$ cat src/rtl/pass_seq_check.sv
// rtl/pass_seq_check.sv - multi-digit keypad password checker with set mode and failure lockout
//
// Collects DIGITS keypad digits and compares them against the stored password
// on enter. While open, the password can be changed through set mode.
// Optional feature macro: PASS_LOCKOUT_EN. When defined, MAX_FAIL consecutive
// rejections lock entry out for LOCK_CYC cycles. When undefined, fail_cnt
// saturates and locked_out stays 0.
//
// Ports:
//   clk, rst_n         clock (rising edge), asynchronous active-low reset
//   mode               0 = check, 1 = set new password (honoured while open)
//   mode_def           checker enable for digit/enter input in idle/entry
//   digit_vld, digit   keypad digit strobe and value
//   enter              submit strobe
//   lock_rst           relock / discard current entry
//   unlocked           lock open (open and set states)
//   fail               one-cycle pulse per rejected entry
//   locked_out         lockout active
//   fail_cnt           consecutive failure count
//   led                status LEDs: idle 000, entry 001, open 110, set 011, lockout 100
module pass_seq_check #(
  parameter int DIGITS = 4,
  parameter int DW = 4,
  parameter logic [DIGITS*DW-1:0] DEF_PASS = 16'h1234,
  parameter int MAX_FAIL = 3,
  parameter int LOCK_CYC = 1000
) (
  input  logic                          clk,
  input  logic                          rst_n,
  input  logic                          mode,
  input  logic                          mode_def,
  input  logic                          digit_vld,
  input  logic [DW-1:0]                 digit,
  input  logic                          enter,
  input  logic                          lock_rst,
  output logic                          unlocked,
  output logic                          fail,
  output logic                          locked_out,
  output logic [$clog2(MAX_FAIL+1)-1:0] fail_cnt,
  output logic [2:0]                    led
);

  localparam int PW  = DIGITS * DW;
  localparam int CW  = $clog2(DIGITS + 1);
  localparam int FCW = $clog2(MAX_FAIL + 1);
  localparam int TW  = (LOCK_CYC > 1) ? $clog2(LOCK_CYC) : 1;

  typedef enum logic [2:0] {
    IDLE     = 3'd0,
    ENTRY    = 3'd1,
    UNLOCKED = 3'd2,
    SET      = 3'd3,
    LOCKOUT  = 3'd4
  } state_t;

  state_t          state;
  logic [PW-1:0]   pass;
  logic [PW-1:0]   entry_buf;
  logic [CW-1:0]   cnt;
  logic            ovf;
  logic [TW-1:0]   timer;

  logic [PW-1:0]   shifted;
  logic            full_ok;
  logic [FCW-1:0]  fail_cnt_inc;
  logic            fail_hit;

  // Registered output pattern {unlocked, locked_out, led} for the state being entered.
  function automatic logic [4:0] outs_of(state_t s);
    logic [4:0] o;
    o = 5'b0;
    case (s)
      ENTRY:    o = 5'b0_0_001;
      UNLOCKED: o = 5'b1_0_110;
      SET:      o = 5'b1_0_011;
`ifdef PASS_LOCKOUT_EN
      LOCKOUT:  o = 5'b0_1_100;
`else
      LOCKOUT:  o = 5'b0_0_100;
`endif
      default:  o = 5'b0;
    endcase
    return o;
  endfunction

  always_comb begin
    shifted = (entry_buf << DW) | PW'(digit);
    // Exactly DIGITS digits and none dropped past the end of the buffer.
    full_ok = (cnt == CW'(DIGITS)) && !ovf;
`ifdef PASS_LOCKOUT_EN
    fail_cnt_inc = fail_cnt + FCW'(1);
    fail_hit     = (fail_cnt_inc == FCW'(MAX_FAIL));
`else
    fail_cnt_inc = (fail_cnt == '1) ? fail_cnt : fail_cnt + FCW'(1);
    fail_hit     = 1'b0;
`endif
  end

  always_ff @(posedge clk or negedge rst_n) begin
    if (!rst_n) begin
      state                       <= IDLE;
      pass                        <= DEF_PASS;
      entry_buf                   <= '0;
      cnt                         <= '0;
      ovf                         <= 1'b0;
      timer                       <= '0;
      fail_cnt                    <= '0;
      fail                        <= 1'b0;
      {unlocked, locked_out, led} <= 5'b0;
    end else begin
      fail <= 1'b0;
      case (state)
        IDLE: begin
          // enter and lock_rst both take precedence over a digit in the same cycle.
          if (mode_def && digit_vld && !enter && !lock_rst && !mode) begin
            entry_buf                   <= PW'(digit);
            cnt                         <= CW'(1);
            state                       <= ENTRY;
            {unlocked, locked_out, led} <= outs_of(ENTRY);
          end
        end

        ENTRY: begin
          if (lock_rst || !mode_def) begin
            entry_buf                   <= '0;
            cnt                         <= '0;
            ovf                         <= 1'b0;
            state                       <= IDLE;
            {unlocked, locked_out, led} <= outs_of(IDLE);
          end else if (enter) begin
            entry_buf <= '0;
            cnt       <= '0;
            ovf       <= 1'b0;
            if (full_ok && entry_buf == pass) begin
              fail_cnt                    <= '0;
              state                       <= UNLOCKED;
              {unlocked, locked_out, led} <= outs_of(UNLOCKED);
            end else begin
              fail     <= 1'b1;
              fail_cnt <= fail_cnt_inc;
              if (fail_hit) begin
                timer                       <= '0;
                state                       <= LOCKOUT;
                {unlocked, locked_out, led} <= outs_of(LOCKOUT);
              end else begin
                state                       <= IDLE;
                {unlocked, locked_out, led} <= outs_of(IDLE);
              end
            end
          end else if (digit_vld) begin
            entry_buf <= shifted;
            if (cnt == CW'(DIGITS)) ovf <= 1'b1;
            else                    cnt <= cnt + CW'(1);
          end
        end

        UNLOCKED: begin
          if (lock_rst) begin
            state                       <= IDLE;
            {unlocked, locked_out, led} <= outs_of(IDLE);
          end else if (digit_vld && mode && !enter) begin
            entry_buf                   <= PW'(digit);
            cnt                         <= CW'(1);
            state                       <= SET;
            {unlocked, locked_out, led} <= outs_of(SET);
          end
        end

        SET: begin
          if (lock_rst) begin
            entry_buf                   <= '0;
            cnt                         <= '0;
            ovf                         <= 1'b0;
            state                       <= IDLE;
            {unlocked, locked_out, led} <= outs_of(IDLE);
          end else if (!mode || enter) begin
            // Leaving set mode; only a complete enter commits the new password.
            if (mode && full_ok) pass <= entry_buf;
            entry_buf                   <= '0;
            cnt                         <= '0;
            ovf                         <= 1'b0;
            state                       <= UNLOCKED;
            {unlocked, locked_out, led} <= outs_of(UNLOCKED);
          end else if (digit_vld) begin
            entry_buf <= shifted;
            if (cnt == CW'(DIGITS)) ovf <= 1'b1;
            else                    cnt <= cnt + CW'(1);
          end
        end

        LOCKOUT: begin
          // Every input, lock_rst included, is ignored until the timer expires.
          if (timer == TW'(LOCK_CYC - 1)) begin
            timer                       <= '0;
            fail_cnt                    <= '0;
            state                       <= IDLE;
            {unlocked, locked_out, led} <= outs_of(IDLE);
          end else begin
            timer <= timer + TW'(1);
          end
        end

        default: begin
          state                       <= IDLE;
          {unlocked, locked_out, led} <= outs_of(IDLE);
        end
      endcase
    end
  end

endmodule
$ cat config.mk
export PLATFORM = sky130hd
export DESIGN_NAME = pass_seq_check
export DESIGN_NICKNAME = d
export VERILOG_FILES = /design/src/rtl/pass_seq_check.sv
export SDC_FILE = /design/constraint.sdc
export NUM_CORES = 1
export LEC_CHECK = 0
export CAP_MARGIN = 10
export CORE_ASPECT_RATIO = 1.1
export CORE_MARGIN = 2
export CORE_UTILIZATION = 35
export DETAILED_ROUTE_END_ITERATION = 16
export PLACE_DENSITY = 0.64
export RECOVER_POWER = 50
export SYNTH_ARGS = -nofsm -noshare
export SYNTH_HDL_FRONTEND = slang
export SYNTH_SLANG_ARGS = --single-unit
$ cat constraint.sdc
create_clock -name clk -period 1.7 [get_ports clk]
set_input_delay 0.255 -clock clk [delete_from_list [all_inputs] [get_ports clk]]
set_output_delay 0.255 -clock clk [all_outputs]
set_load 0.01 [all_outputs]
==> results.md <==
* Die ar. at 6977 um^2
* CP Capture Type: register
* First-pass DRT Iterations at 4
* Flip-flop and latch count after synthesis at 43
* Cells on worst reg2reg path at 7
* Fmax at 0.5412 GHz
* Slowest-stage cell, CP: sky130_fd_sc_hd__dfrtp_1
* Number of antenna repair diodes at 0
* Max cap viols at 0
* Global-route usage over all layers at 14.29%
* Number of H-tree levels at 2
* Power density of the placed cells at 1046 nW/um^2
* Die Y-Extent at 87.41 um
* Sequential fraction of the synthesis area at 48.90%
* Number of global-route vias before repair at 1601
* Clock slew at the register clock pins of the worst setup and hold paths at approximately 90 ps
* Number of vias per cell at 4.916
* Highest ir drop seen on vdd at 0.0006002 V
* Total number of nets in the final design at between 200 and 300
* Hold/Removal Path Class: in -> async
* Initial Utilization at 35.96%
* Average footprint of a synthesized cell at 11.59 um^2
* CTS tree: built
* Combinational Power Share at between 30 and 40%
* Yosys Warn Count at 0
* Async set-reset flop share out of synthesis at 100.0%
* Final critical path time including I/O delays and setup at 1848 ps
* Cell area reported after detailed placement at between 2000 and 3000 um^2
* WL final at 4749 um
* Count of buffers inserted at the top-level ports at 17
* Leakage power of the design at 0.001519 uW
* Switching Power at 1049 uW
* Data arrival time of the critical path at 2040 ps
* Post-route DRC at 0
* Status: finished, violations left
* RSZ-0062 raised after global routing: yes
* Portion of the clock cycle consumed by the worst path in the final layout at 108.7%
* Final number of max-transition violations at 0
* Routed via count at about 1600
* Clock sink count at 43
* Final antenna-violating net count at 0
* Pre-CTS WS at -351.0 ps
* Placeable Area at 6156 um^2
* EDFF count, synth at 0
* Switching share of total power at between 30 and 40%
* Overall die width at ~80 um
* Total CTS buffers at 5
* Violated checks: setup timing
* Sort of element at the start of the critical path: register
* Antenna violations before repair at 0
* Slowest Stage Delay on Critical Path at 390 ps
* Number of buffers added to fix hold violations after cts at 0
* WL/cell at 14.18 um
* Area delta synth->final at 37.54%
* Worst Skew at 7.485 ps
* Worst hold slack across all endpoints at 217.4 ps
* Number of instances in the synthesized netlist at 191
* Final count of negative-setup-slack endpoints at 23
* Clock latency reported for the late side of the worst-skew pair at roughly 300 ps
* Number of nets produced by synthesis at 209
* Critical path, cell by cell: inv_2 > ha_4 > nand3b_1 > buf_4 > nor4_4 > buf_12 > mux2_2
* Fraction of layout cells with a size suffix above 1 at 41.96%
* Transition time of the tightest slew-check pin at 1052 ps
* Global-route wire length before repair at 7679 um
* Total global routing overflow at 0
* Fill count at about 550
* HPWL after detailed placement at 3253 um
* Mapped cell area at 2213 um^2
* Relative slew slack at between 20% and 30%
* Crit Reg-Reg Startpoint: cnt[0]
* Count of cell types in the netlist at 45
* Required @ worst endpoint at 1890 ps
* Slack of the worst reg-to-reg path at -150 ps
* Dominant register cell in the synthesized netlist: sky130_fd_sc_hd__dfrtp_1
* Clock root cell: sky130_fd_sc_hd__clkbuf_8
* Maximum number of pins on one net before global-route repair at 44
* Endpoints failing hold at 0
* Summed area of non-filler cells in the final layout at 3044 um^2
* Number of DRC violations after detailed-routing iteration 0 at 61
* Worst path setup slack after routing at -147.7 ps
* CTS max path bufs at 2
* Rows at 30
* Power share of the sequential group at 37.7%
* Internal power contribution at 2136 uW
* End of the worst register-to-register path: pass[0]
* Clock Power Share at 25.4%
* Maximum net fanout on the critical path at 16
* Placer's final routability congestion estimate at 0.7802
* Worst Setup Path Type: reg -> reg
* Number of top-level design ports at 19
==> worst max-delay path: cells and delay by family (launching register included) <==
family	cells	cell delay (ps)
fa+ha+maj	1	130
buf+inv	3	470
simple gates	2	390
flops	1	390
mux	1	340
==> repair_timing <==
action / CTS / global route
pin swaps: 10 / 9
endpoints found under the setup margin: 38 / 41
resized for setup: 11 / 19
buffers inserted: 1 / 6
cloned: 0 / 0
==> stage by stage <==
| step | instances | setup TNS, ps | power [uW] | utilization [%] |
|---|---|---|---|---|
| 2_1_floorplan | 191 | -917.9 | 1758 | - |
| 3_5_place_dp | 320 | -11170 | 2225 | 45.02 |
| 6_report | 335 | -1977 | 3184 | 49.45 |
| 3_3_place_gp | 320 | -9913 | 2213 | 45.02 |
| 4_1_cts | 329 | -2181 | 3066 | 47.38 |
| 5_1_grt | 335 | -4518 | 3394 | 49.45 |
==> area by class of cell <==
cell class | instances | area [um^2] | area share (%)
repair buffers | 61 | 523.0 | 17.18
multi-input cells | 137 | 1204 | 39.54
inverters | 6 | 22.52 | 0.7398
well taps | 80 | 100.1 | 3.288
clock inverters | 3 | 43.79 | 1.439
flip-flops and latches | 43 | 1082 | 35.55
clock buffers | 5 | 68.82 | 2.261
==> power groups by stage <==
stage	Clock [uW]	Combinational (uW)	Sequential, uW
after global routing	898	1280	1210
after CTS	838	1030	1200
final	808	1180	1200
after global placement	0	998	1220
after detailed placement	0	1010	1220
after floorplan	0	544	1210
==> routing by layer <==
metal	wire, um	up-vias	global-route usage, %
met5	0	-	0
met1	2247	809	18.95
met2	2243	28	22.61
li1	-	802	-
met4	121	0	5.547
met3	137	8	3.423
==> synth_stat cells, types with 5 or more instances <==
master,n,area share (%)
sky130_fd_sc_hd__mux2_2,16,8.1
sky130_fd_sc_hd__dfrtp_1,38,43
sky130_fd_sc_hd__xor2_1,14,5.5
sky130_fd_sc_hd__dfstp_2,5,5.9
sky130_fd_sc_hd__a22o_1,8,3.2
sky130_fd_sc_hd__nor2_1,17,2.9
sky130_fd_sc_hd__mux2i_1,9,4.1
sky130_fd_sc_hd__a21oi_1,5,1.1
sky130_fd_sc_hd__ha_1,7,4.0
sky130_fd_sc_hd__nand2_1,13,2.2
sky130_fd_sc_hd__inv_1,6,1.0
==> flip-flops by register name, indices dropped and copies added (netlist names) <==
signal     flops
entry_buf     16
pass          16
cnt            3
led            3
fail_cnt       2
fail           1
ovf            1
unlocked       1
==> placed cells by master (no fill, tap or decap), types with 4 or more instances in the layout <==
cell type and instances:
sky130_fd_sc_hd__nand2_1 12, sky130_fd_sc_hd__a22o_1 8, sky130_fd_sc_hd__dfrtp_1 38, sky130_fd_sc_hd__mux2_4 10
sky130_fd_sc_hd__a21oi_1 4, sky130_fd_sc_hd__clkdlybuf4s50_1 12, sky130_fd_sc_hd__dfstp_2 5, sky130_fd_sc_hd__mux2i_1 9
sky130_fd_sc_hd__ha_1 5, sky130_fd_sc_hd__xor2_1 14, sky130_fd_sc_hd__clkbuf_8 5, sky130_fd_sc_hd__nor2_1 16
sky130_fd_sc_hd__mux2_2 6, sky130_fd_sc_hd__buf_4 40
==> logic make-up after synthesis <==
logic type	after synthesis	synth area share (%)
AND/OR/NAND/NOR	56	14.08
buffers and inverters	11	2.770
AO/OA/AOI/OAI	32	11.59
multiplexers	25	12.21
other	1	0.1694
flip-flops	43	48.90
XOR/XNOR	16	6.332
adder cells (fa/ha/maj)	7	3.957
==> worst max path at each step <==
stage	startpoint	end	slack, ps
after global placement	mode_def	entry_buf[2]	-300
after floorplan	led[1]	pass[10]	-90
after detailed placement	mode_def	entry_buf[10]	-350
after global routing	cnt[0]	pass[0]	-210
final	cnt[0]	pass[0]	-150
after CTS	cnt[0]	pass[1]	-150
Note: power is estimated with default switching activity, not from simulation.
